### config.mk
export PLATFORM = sky130hd
export DESIGN_NAME = mem_wb_skid_pipe_flat
export DESIGN_NICKNAME = d
export VERILOG_FILES = /design/src/rtl/mem_wb_skid_pipe_if.sv /design/src/rtl/mem_wb_skid_pipe.sv /design/src/flat_wrapper.sv
export SDC_FILE = /design/constraint.sdc
export NUM_CORES = 1
export LEC_CHECK = 0
export BUFFER_PORTS_ARGS = -buffer_cell sky130_fd_sc_hd__buf_2
export CAP_MARGIN = 20
export CORE_MARGIN = 2
export CORE_UTILIZATION = 35
export DETAILED_ROUTE_END_ITERATION = 7
export PLACE_DENSITY = 0.54
export SYNTH_ARGS = -nofsm -noshare
export SYNTH_HDL_FRONTEND = slang
export SYNTH_SLANG_ARGS = --single-unit
### constraint.sdc
create_clock -name clk -period 21.3 [get_ports clk]
set_clock_uncertainty 0.05 [all_clocks]
set_input_delay 1.065 -clock clk [delete_from_list [all_inputs] [get_ports clk]]
set_output_delay 1.065 -clock clk [all_outputs]
set_load 0.005 [all_outputs]
### src/rtl/mem_wb_skid_pipe_if.sv
// -----------------------------------------------------------------------------
// mem_wb_skid_pipe_if
// Valid/ready beat bus carrying one MEM->WB payload.
//   valid, ready     : handshake (master drives valid, slave drives ready)
//   alu, load        : ALU result and load data, XLEN bits each
//   rd               : destination register index
//   wb, memtoreg     : register write enable, writeback-select
//   sb               : opaque branch-observation sideband, passed through
// The stage uses the slave modport on its MEM side and the master modport
// on its WB side.
// -----------------------------------------------------------------------------
interface mem_wb_skid_pipe_if #(
    parameter int XLEN  = 32,
    parameter int REG_W = 5,
    parameter int SB_W  = 66
);
    logic             valid;
    logic             ready;
    logic [XLEN-1:0]  alu;
    logic [XLEN-1:0]  load;
    logic [REG_W-1:0] rd;
    logic             wb;
    logic             memtoreg;
    logic [SB_W-1:0]  sb;

    modport master (
        output valid, alu, load, rd, wb, memtoreg, sb,
        input  ready
    );

    modport slave (
        input  valid, alu, load, rd, wb, memtoreg, sb,
        output ready
    );
endinterface

### src/rtl/mem_wb_skid_pipe.sv
// -----------------------------------------------------------------------------
// mem_wb_skid_pipe
// MEM->WB pipeline stage built as a two-entry skid buffer. The head entry H
// drives the WB side; the skid entry S absorbs one extra beat so that the
// MEM-side ready is a pure function of registered state and never depends
// combinationally on WB's ready.
// Ports:
//   clk, rst        : clock, asynchronous active-high reset
//   flush_i         : synchronous kill of every buffered entry
//   in_s            : MEM-side beat bus (slave)
//   out_m           : WB-side beat bus (master), payload of the head entry
//   out_wdata_o     : head entry's writeback value (load or alu)
//   rs1_i, rs2_i    : forwarding lookup register indices
//   fwdN_hit_o      : lookup N matched a buffered register writer
//   fwdN_data_o     : forwarded value for lookup N, zero on miss
//   occupancy_o     : number of valid entries (0..2)
// -----------------------------------------------------------------------------
module mem_wb_skid_pipe #(
    parameter int XLEN  = 32,
    parameter int REG_W = 5,
    parameter int SB_W  = 66
) (
    input  logic                  clk,
    input  logic                  rst,
    input  logic                  flush_i,
    mem_wb_skid_pipe_if.slave     in_s,
    mem_wb_skid_pipe_if.master    out_m,
    output logic [XLEN-1:0]       out_wdata_o,
    input  logic [REG_W-1:0]      rs1_i,
    input  logic [REG_W-1:0]      rs2_i,
    output logic                  fwd1_hit_o,
    output logic [XLEN-1:0]       fwd1_data_o,
    output logic                  fwd2_hit_o,
    output logic [XLEN-1:0]       fwd2_data_o,
    output logic [1:0]            occupancy_o
);

    typedef struct packed {
        logic             valid;
        logic [XLEN-1:0]  alu;
        logic [XLEN-1:0]  load;
        logic [REG_W-1:0] rd;
        logic             wb;
        logic             memtoreg;
        logic [SB_W-1:0]  sb;
    } entry_t;

    // An invalid entry is always all-zero, so clearing means loading this.
    localparam entry_t ENTRY_CLR = '0;

    entry_t h_q;
    entry_t h_d;
    entry_t s_q;
    entry_t s_d;
    entry_t in_entry_s;
    logic   acc_s;
    logic   fire_s;
    logic [XLEN:0] fwd1_s;
    logic [XLEN:0] fwd2_s;

    // Writeback value an entry would deliver.
    function automatic logic [XLEN-1:0] entry_wdata(input entry_t e);
        return e.memtoreg ? e.load : e.alu;
    endfunction

    // Entry is a live writer of a nonzero register equal to rs.
    function automatic logic entry_hits(input entry_t e, input logic [REG_W-1:0] rs);
        return e.valid & e.wb & (e.rd != {REG_W{1'b0}}) & (e.rd == rs);
    endfunction

    // Forwarding lookup {hit, data}; S is younger than H so it wins.
    function automatic logic [XLEN:0] fwd_lookup(input entry_t h, input entry_t s,
                                                 input logic [REG_W-1:0] rs);
        logic [XLEN:0] r;
        if (entry_hits(s, rs)) begin
            r = {1'b1, entry_wdata(s)};
        end else if (entry_hits(h, rs)) begin
            r = {1'b1, entry_wdata(h)};
        end else begin
            r = {1'b0, {XLEN{1'b0}}};
        end
        return r;
    endfunction

    assign in_entry_s = '{valid:    1'b1,
                          alu:      in_s.alu,
                          load:     in_s.load,
                          rd:       in_s.rd,
                          wb:       in_s.wb,
                          memtoreg: in_s.memtoreg,
                          sb:       in_s.sb};

    // Ready is taken from the skid valid bit only: no path from WB's ready.
    assign in_s.ready = ~s_q.valid;
    assign acc_s      = in_s.valid & ~s_q.valid;
    assign fire_s     = h_q.valid & out_m.ready;

    // Next-state of the two entries; flush overrides accept and transfer.
    always_comb begin
        h_d = h_q;
        s_d = s_q;
        if (flush_i) begin
            h_d = ENTRY_CLR;
            s_d = ENTRY_CLR;
        end else begin
            case ({h_q.valid, s_q.valid})
                2'b00: begin
                    if (acc_s) begin
                        h_d = in_entry_s;
                    end else begin
                        h_d = h_q;
                    end
                end
                2'b10: begin
                    if (acc_s && !fire_s) begin
                        s_d = in_entry_s;
                    end else if (acc_s && fire_s) begin
                        h_d = in_entry_s;
                    end else if (fire_s) begin
                        h_d = ENTRY_CLR;
                    end else begin
                        h_d = h_q;
                    end
                end
                2'b11: begin
                    if (fire_s) begin
                        h_d = s_q;
                        s_d = ENTRY_CLR;
                    end else begin
                        h_d = h_q;
                    end
                end
                default: begin
                    // H empty with S valid cannot be reached; recover to EMPTY.
                    h_d = ENTRY_CLR;
                    s_d = ENTRY_CLR;
                end
            endcase
        end
    end

    // Entry registers with asynchronous clear.
    always_ff @(posedge clk or posedge rst) begin
        if (rst) begin
            h_q <= ENTRY_CLR;
            s_q <= ENTRY_CLR;
        end else begin
            h_q <= h_d;
            s_q <= s_d;
        end
    end

    assign out_m.valid    = h_q.valid;
    assign out_m.alu      = h_q.alu;
    assign out_m.load     = h_q.load;
    assign out_m.rd       = h_q.rd;
    assign out_m.wb       = h_q.wb;
    assign out_m.memtoreg = h_q.memtoreg;
    assign out_m.sb       = h_q.sb;
    assign out_wdata_o    = entry_wdata(h_q);

    assign fwd1_s      = fwd_lookup(h_q, s_q, rs1_i);
    assign fwd2_s      = fwd_lookup(h_q, s_q, rs2_i);
    assign fwd1_hit_o  = fwd1_s[XLEN];
    assign fwd1_data_o = fwd1_s[XLEN-1:0];
    assign fwd2_hit_o  = fwd2_s[XLEN];
    assign fwd2_data_o = fwd2_s[XLEN-1:0];

    assign occupancy_o = {1'b0, h_q.valid} + {1'b0, s_q.valid};

endmodule

### src/flat_wrapper.sv
// flat-port wrapper written by rule: the top's interface ports become plain ports
module mem_wb_skid_pipe_flat 
#(
    parameter int XLEN  = 32,
    parameter int REG_W = 5,
    parameter int SB_W  = 66
)
  (clk, rst, flush_i, out_wdata_o, rs1_i, rs2_i, fwd1_hit_o, fwd1_data_o, fwd2_hit_o, fwd2_data_o, occupancy_o, in_s_valid, in_s_alu, in_s_load, in_s_rd, in_s_wb, in_s_memtoreg, in_s_sb, in_s_ready, out_m_valid, out_m_alu, out_m_load, out_m_rd, out_m_wb, out_m_memtoreg, out_m_sb, out_m_ready);
  mem_wb_skid_pipe_if #(.XLEN(XLEN), .REG_W(REG_W), .SB_W(SB_W)) in_s_i ();
  mem_wb_skid_pipe_if #(.XLEN(XLEN), .REG_W(REG_W), .SB_W(SB_W)) out_m_i ();
  input  logic clk;
  input  logic rst;
  input  logic flush_i;
  output logic [XLEN-1:0] out_wdata_o;
  input  logic [REG_W-1:0] rs1_i;
  input  logic [REG_W-1:0] rs2_i;
  output logic fwd1_hit_o;
  output logic [XLEN-1:0] fwd1_data_o;
  output logic fwd2_hit_o;
  output logic [XLEN-1:0] fwd2_data_o;
  output logic [1:0] occupancy_o;
  input wire logic [$bits(in_s_i.valid)-1:0] in_s_valid;
  input wire logic [$bits(in_s_i.alu)-1:0] in_s_alu;
  input wire logic [$bits(in_s_i.load)-1:0] in_s_load;
  input wire logic [$bits(in_s_i.rd)-1:0] in_s_rd;
  input wire logic [$bits(in_s_i.wb)-1:0] in_s_wb;
  input wire logic [$bits(in_s_i.memtoreg)-1:0] in_s_memtoreg;
  input wire logic [$bits(in_s_i.sb)-1:0] in_s_sb;
  output wire logic [$bits(in_s_i.ready)-1:0] in_s_ready;
  output wire logic [$bits(out_m_i.valid)-1:0] out_m_valid;
  output wire logic [$bits(out_m_i.alu)-1:0] out_m_alu;
  output wire logic [$bits(out_m_i.load)-1:0] out_m_load;
  output wire logic [$bits(out_m_i.rd)-1:0] out_m_rd;
  output wire logic [$bits(out_m_i.wb)-1:0] out_m_wb;
  output wire logic [$bits(out_m_i.memtoreg)-1:0] out_m_memtoreg;
  output wire logic [$bits(out_m_i.sb)-1:0] out_m_sb;
  input wire logic [$bits(out_m_i.ready)-1:0] out_m_ready;
  assign in_s_i.valid = in_s_valid;
  assign in_s_i.alu = in_s_alu;
  assign in_s_i.load = in_s_load;
  assign in_s_i.rd = in_s_rd;
  assign in_s_i.wb = in_s_wb;
  assign in_s_i.memtoreg = in_s_memtoreg;
  assign in_s_i.sb = in_s_sb;
  assign in_s_ready = in_s_i.ready;
  assign out_m_valid = out_m_i.valid;
  assign out_m_alu = out_m_i.alu;
  assign out_m_load = out_m_i.load;
  assign out_m_rd = out_m_i.rd;
  assign out_m_wb = out_m_i.wb;
  assign out_m_memtoreg = out_m_i.memtoreg;
  assign out_m_sb = out_m_i.sb;
  assign out_m_i.ready = out_m_ready;
  mem_wb_skid_pipe #(.XLEN(XLEN), .REG_W(REG_W), .SB_W(SB_W)) u_core (.clk(clk), .rst(rst), .flush_i(flush_i), .in_s(in_s_i), .out_m(out_m_i), .out_wdata_o(out_wdata_o), .rs1_i(rs1_i), .rs2_i(rs2_i), .fwd1_hit_o(fwd1_hit_o), .fwd1_data_o(fwd1_data_o), .fwd2_hit_o(fwd2_hit_o), .fwd2_data_o(fwd2_data_o), .occupancy_o(occupancy_o));
endmodule
# == After elaboration in Yosys (flattened, before gate mapping) ==
# Index checks and enable logic that the tools add are counted.
# totals
ff_bits,276
output_inout_bits,239
# op_classes
add_sub_neg,1
eq_ne,12
muxes,16
n_bitwise,11
n_reduce_logical,8
# op_table
cell,n
2-to-1 mux 138 bit,8
case mux 138 bit (3 select lines),2
2-to-1 mux 33 bit,4
2-to-1 mux 32 bit,2
== test 5 bit,4
bitwise AND 1 bit,10
nonzero test 5 bit,2
!= test 3 x 2 -> 1 bit (second input constant),3
== test 2 bit (second input constant),2
!= test 4 x 2 -> 1 bit (second input constant),1
AND reduction 4 bit,1
!= test 3 bit (second input constant),1
AND reduction 3 bit,1
adder 1 x 1 -> 2 bit,1
logical AND 1 bit,2
logical NOT 2 bit,1
!= test 2 bit (second input constant),1
logical NOT 1 bit,1
NOT 1 bit,1

# == Longest topological paths before layout ==
# depth
depth_word,7
ltp_mapped,8
depth_no_buf,6

# == Least setup slack after synthesis ==
# OpenSTA, ideal clock, no wires.
# synth_timing
path_kind,input-to-output
from,input port rs2_i[4]
to,output port fwd2_data_o[10]
t_arrival_ns,2.132
path_slack_ns,18.053
cell_stages,5
path_cell_list,xor2_1 > nor4_4 > clkbuf_1 > nand3_1 > mux2i_1
# synth_via
elab_chain_cells,4
word_cells_on_any_way,6
classes_between,eq/ne (2); mux (2); bitwise (2)
# synth_lines
item,line,source
start: declaration,flat_wrapper.sv:16,input logic [REG_W-1:0] rs2_i;
== test 5 bit,mem_wb_skid_pipe.sv:68,return e.valid & e.wb & (e.rd != {REG_W{1'b0}}) & (e.rd == rs);
bitwise AND 1 bit,mem_wb_skid_pipe.sv:68,
2-to-1 mux 33 bit,mem_wb_skid_pipe.sv:77,"end else if (entry_hits(h, rs)) begin"
2-to-1 mux 33 bit *,mem_wb_skid_pipe.sv:75,"if (entry_hits(s, rs)) begin"
end: declaration,flat_wrapper.sv:20,output logic [XLEN-1:0] fwd2_data_o;
# Every way passes the cells marked *; elsewhere a longest branch is shown, timed or not.

# == Final worst setup path ==
# layout_timing
from,input port rs2_i[2]
to,output port fwd2_data_o[22]
# The elaborated chain is that of the path after synthesis.

==> impl_summary.txt <==
----------------------------------------------------
[Timing]
  RSZ-0062 raised after global routing ... no
  Total count of hold-check failures in the final report ... 0
  Period utilization ... approximately a fifth
  Relative slew slack ... between 20% and 30%
  Highest attainable clock frequency ... roughly 230 MHz
  Worst setup margin ... ~17 ns
  Hold Slack ... ~0.42 ns
  Setup TNS ... 0 ns
  Worst slew pin tran ... 1.07 ns
  Number of endpoints failing setup at the final stage ... 0
  Minimum clock period ... between 4 and 5 ns
  Final max-slew violation count ... 0

[Clock tree]
  Setup bufs post-CTS ... 0
  Root buffer cell ... sky130_fd_sc_hd__clkbuf_16
  CTS H-tree depth ... 1
  Clock tree from TritonCTS ... yes
  Count of hold-fix buffers inserted at cts ... 0
  Number of cells upsized or downsized after cts ... 0
  Worst-skew pair later-pin latency ... between 0.5 and 0.6 ns
  Clock buffer depth ... 3
  Num Clock Sinks ... approximately 280
  Clk pin slew, worst setup/hold paths ... about 0.060 ns
  Number of buffers created by CTS ... 31

[Yosys]
  Async S/R FF share, synth ... 100%
  Synthesized area per cell ... about 11 sq um
  Most used DFF post-synth ... sky130_fd_sc_hd__dfrtp_1
  Part of the Yosys area used for sequential elements ... 52.6%
  Fraction of synthesized cell area taken by the top area cell type ... between 50% and 60%
  Leading area contributor after synthesis ... sky130_fd_sc_hd__dfrtp_1
  Number of standard cells after synthesis ... 1197
  Number of warnings reported in the yosys synthesis log ... 0
  Post-Synthesis Cell Area ... about 0.013 sq mm
  Top area cells in the synthesized netlist ... sky130_fd_sc_hd__dfrtp_1 (53%), sky130_fd_sc_hd__a22o_1 (9.1%), sky130_fd_sc_hd__a22oi_1 (7.8%), sky130_fd_sc_hd__mux2i_1 (7.3%), sky130_fd_sc_hd__o21ai_0 (5.3%)
  Synthesized Nets ... about 1400
  Number of unique standard cell types used by synthesis ... 37
  Number of flops mapped to enable cells by yosys ... 0
  #FFs+latches synth ... approximately 280

[Die]
  Overall die width ... 198 um
  Top Ports ... about 390
  Number of standard-cell rows in the floorplan ... 70
  Starting Density ... a little over a third
  Die Area ... between 0.03 and 0.04 sq mm
  Area of the core ... 0.0368 sq mm
  Height of the die ... ~200 um

[Setup path]
  Capturing element of the worst setup path ... fwd2_data_o[22]
  Data required, critical path ... 20.19 ns
  Worst-path fanout max ... 33
  Data arrival time of the worst path ... 3.24 ns
  Launch point of the critical path ... rs2_i[2]
  Capturing point of the worst reg2reg path ... u_core.out_m.valid$_DFFE_PP0P_
  Critical path startpoint category ... input port
  Type of element capturing the critical path ... output pin
  Category of the most critical setup path ... input port to output pin
  Startpoint of the most critical register-to-register path ... u_core.out_m.valid$_DFFE_PP0P_
  Minimum setup slack among reg-to-reg paths ... roughly 17 ns
  Depth of the most critical reg-to-reg path ... 7

[Final layout]
  Util after Layout ... about 44%
  Final design area excluding fillers ... between 0.015 and 0.02 sq mm
  Final Net Count ... ~1700
  Sequential Area ... roughly 0.0069 sq mm
  Area of the multi-input gates ... between 0.005 and 0.006 sq mm
  Fill cell count ... ~3600
  Relative area change from synthesis to final layout ... 24.3%
  Share of cells above drive strength 1 ... between 30% and 40%

[Route]
  Detailed Route Iter0 Violations ... 645
  Routed wire length ... between 40000 and 50000 um
  1st-pass router iterations ... 5
  DRC violation count after routing ... 0
  Via count ... around 11000
  Antenna Violating Nets Remaining ... 0
  Drt wl/cell ... around 23 um
  Average via count per standard cell ... about 5.6

[Status]
  Result of the run ... complete, no violations

[Global routing]
  Total routing resource utilization after global routing ... 23.3%
  Pin count of the biggest net entering global routing ... 120
  Remaining Overflow, GRT ... 0
  Vias in the first global route ... 11300
  First-pass GRT wire length ... about 70000 um
  Number of antenna violations at the first check in global routing ... 19

[Place]
  Post-DP HPWL ... roughly 29000 um
  Placement-stage worst setup slack ... ~17 ns
  Quantity of I/O buffers inserted on ports ... 390
  Standard cell area after detailed placement ... between 0.015 and 0.02 sq mm
  Weighted congestion at the end of routability-driven global placement ... 0.810

[Power]
  Static Leakage ... about 8.5 nW
  Power density over the cells ... roughly 110 mW/mm^2
  Maximum ir drop on the vdd rail ... ~0.097 mV

[Run]
  Count of maximum capacitance violations ... 0

[Min path]
  Min-Delay Path Class ... register to register

----------------------------------------------------
-- placed cells by master (no fill, tap or decap), types with 3 or more instances in the layout --
cell,count
sky130_fd_sc_hd__clkbuf_8,7
sky130_fd_sc_hd__a22oi_1,137
sky130_fd_sc_hd__a21o_1,3
sky130_fd_sc_hd__mux2_2,32
sky130_fd_sc_hd__nand3_1,64
sky130_fd_sc_hd__buf_2,390
sky130_fd_sc_hd__buf_4,17
sky130_fd_sc_hd__mux2i_1,96
sky130_fd_sc_hd__nand2_1,143
sky130_fd_sc_hd__clkbuf_1,8
sky130_fd_sc_hd__clkinv_2,6
sky130_fd_sc_hd__ha_1,3
sky130_fd_sc_hd__nor4_4,3
sky130_fd_sc_hd__inv_1,5
sky130_fd_sc_hd__a22o_1,136
sky130_fd_sc_hd__dfrtp_1,274
sky130_fd_sc_hd__o21ai_0,137
sky130_fd_sc_hd__xnor2_1,4
sky130_fd_sc_hd__xor2_1,16
sky130_fd_sc_hd__diode_2,9
sky130_fd_sc_hd__clkbuf_16,31
-- where the power goes --
part,switching [mW],internal [mW]
logic,0.371,0.204
registers,0.0938,0.628
clock network,0.216,0.303
-- critical path, stage by stage --
cell and delay [ns]:
sky130_fd_sc_hd__buf_2 0.12, sky130_fd_sc_hd__xor2_1 0.14, sky130_fd_sc_hd__nor3_1 0.40, sky130_fd_sc_hd__nand4_4 0.85, sky130_fd_sc_hd__mux2i_1 0.45, sky130_fd_sc_hd__buf_2 0.16
-- cell usage after synthesis (3+ instances only) --
library cell / instances
sky130_fd_sc_hd__buf_12: 6
sky130_fd_sc_hd__mux2i_1: 96
sky130_fd_sc_hd__o21ai_0: 138
sky130_fd_sc_hd__a22o_1: 136
sky130_fd_sc_hd__inv_1: 6
sky130_fd_sc_hd__nand3_1: 64
sky130_fd_sc_hd__buf_2: 53
sky130_fd_sc_hd__xnor2_1: 4
sky130_fd_sc_hd__a21o_1: 3
sky130_fd_sc_hd__buf_1: 3
sky130_fd_sc_hd__nand2_1: 143
sky130_fd_sc_hd__mux2_2: 32
sky130_fd_sc_hd__dfrtp_1: 276
sky130_fd_sc_hd__ha_1: 4
sky130_fd_sc_hd__xor2_1: 16
sky130_fd_sc_hd__clkbuf_1: 55
sky130_fd_sc_hd__a22oi_1: 137
-- layer usage --
layer / wire [um] / vias to the layer above / global-route usage [%]
met5: 117 / - / 0
met4: 1340 / 18 / 7.49
met3: 4080 / 86 / 6.76
met2: 21600 / 452 / 37.6
met1: 19200 / 5670 / 30.3
li1: - / 5113 / -
-- logic make-up (layout without fill, tap and decap cells) --
| family | count (synthesis) | in the layout | share of synthesized area [%] |
|---|---|---|---|
| xor+xnor | 20 | 20 | 1.33 |
| fa+ha+maj | 4 | 4 | 0.381 |
| flops | 276 | 276 | 52.6 |
| other cells | 0 | 9 | 0 |
| buf+inv | 123 | 469 | 4.76 |
| simple gates | 221 | 221 | 7.66 |
| compound gates | 425 | 425 | 23.2 |
| mux | 128 | 128 | 10.1 |
-- metrics by stage --
stage	power, mW	cells
2_1_floorplan	1.02	1197
3_3_place_gp	1.31	1955
3_5_place_dp	1.31	1955
4_1_cts	1.84	2010
5_1_grt	1.92	2017
6_report	1.82	2020
-- worst min path at each step --
stage,start,to,slack (ns),cells after the start
6_report,u_core.out_m.sb[7]$_DFFE_PP0P_,u_core.out_m.sb[7]$_DFFE_PP0P_,0.42,2
5_1_grt,u_core.out_m.sb[37]$_DFFE_PP0P_,u_core.out_m.sb[37]$_DFFE_PP0P_,0.45,2
4_1_cts,u_core.out_m.sb[6]$_DFFE_PP0P_,u_core.out_m.sb[6]$_DFFE_PP0P_,0.43,2
3_5_place_dp,u_core.out_m.sb[34]$_DFFE_PP0P_,u_core.out_m.sb[34]$_DFFE_PP0P_,0.42,2
3_3_place_gp,u_core.out_m.sb[62]$_DFFE_PP0P_,u_core.out_m.sb[62]$_DFFE_PP0P_,0.41,2
2_1_floorplan,u_core.out_m.sb[0]$_DFFE_PP0P_,u_core.out_m.sb[0]$_DFFE_PP0P_,0.42,2
-- sequential cells by signal (all words and copies together) (netlist names) --
| register | cells |
|---|---|
| u_core.s_q | 138 |
| u_core.out_m.alu | 32 |
| u_core.out_m.load | 32 |
| u_core.out_m.wb | 1 |
| u_core.out_m.rd | 5 |
| u_core.out_m.memtoreg | 1 |
| u_core.out_m.sb | 66 |
| u_core.out_m.valid | 1 |
-- final cells by class --
cell class	instances	area share, %
sequential	276	42.3
antenna	9	0.138
inverter	6	0.184
multi-input combinational	798	34.8
tap	468	3.59
timing repair buffer	408	12.9
clock inverter	9	0.491
clock buffer	46	5.53
(Power assumes the default switching activity.)
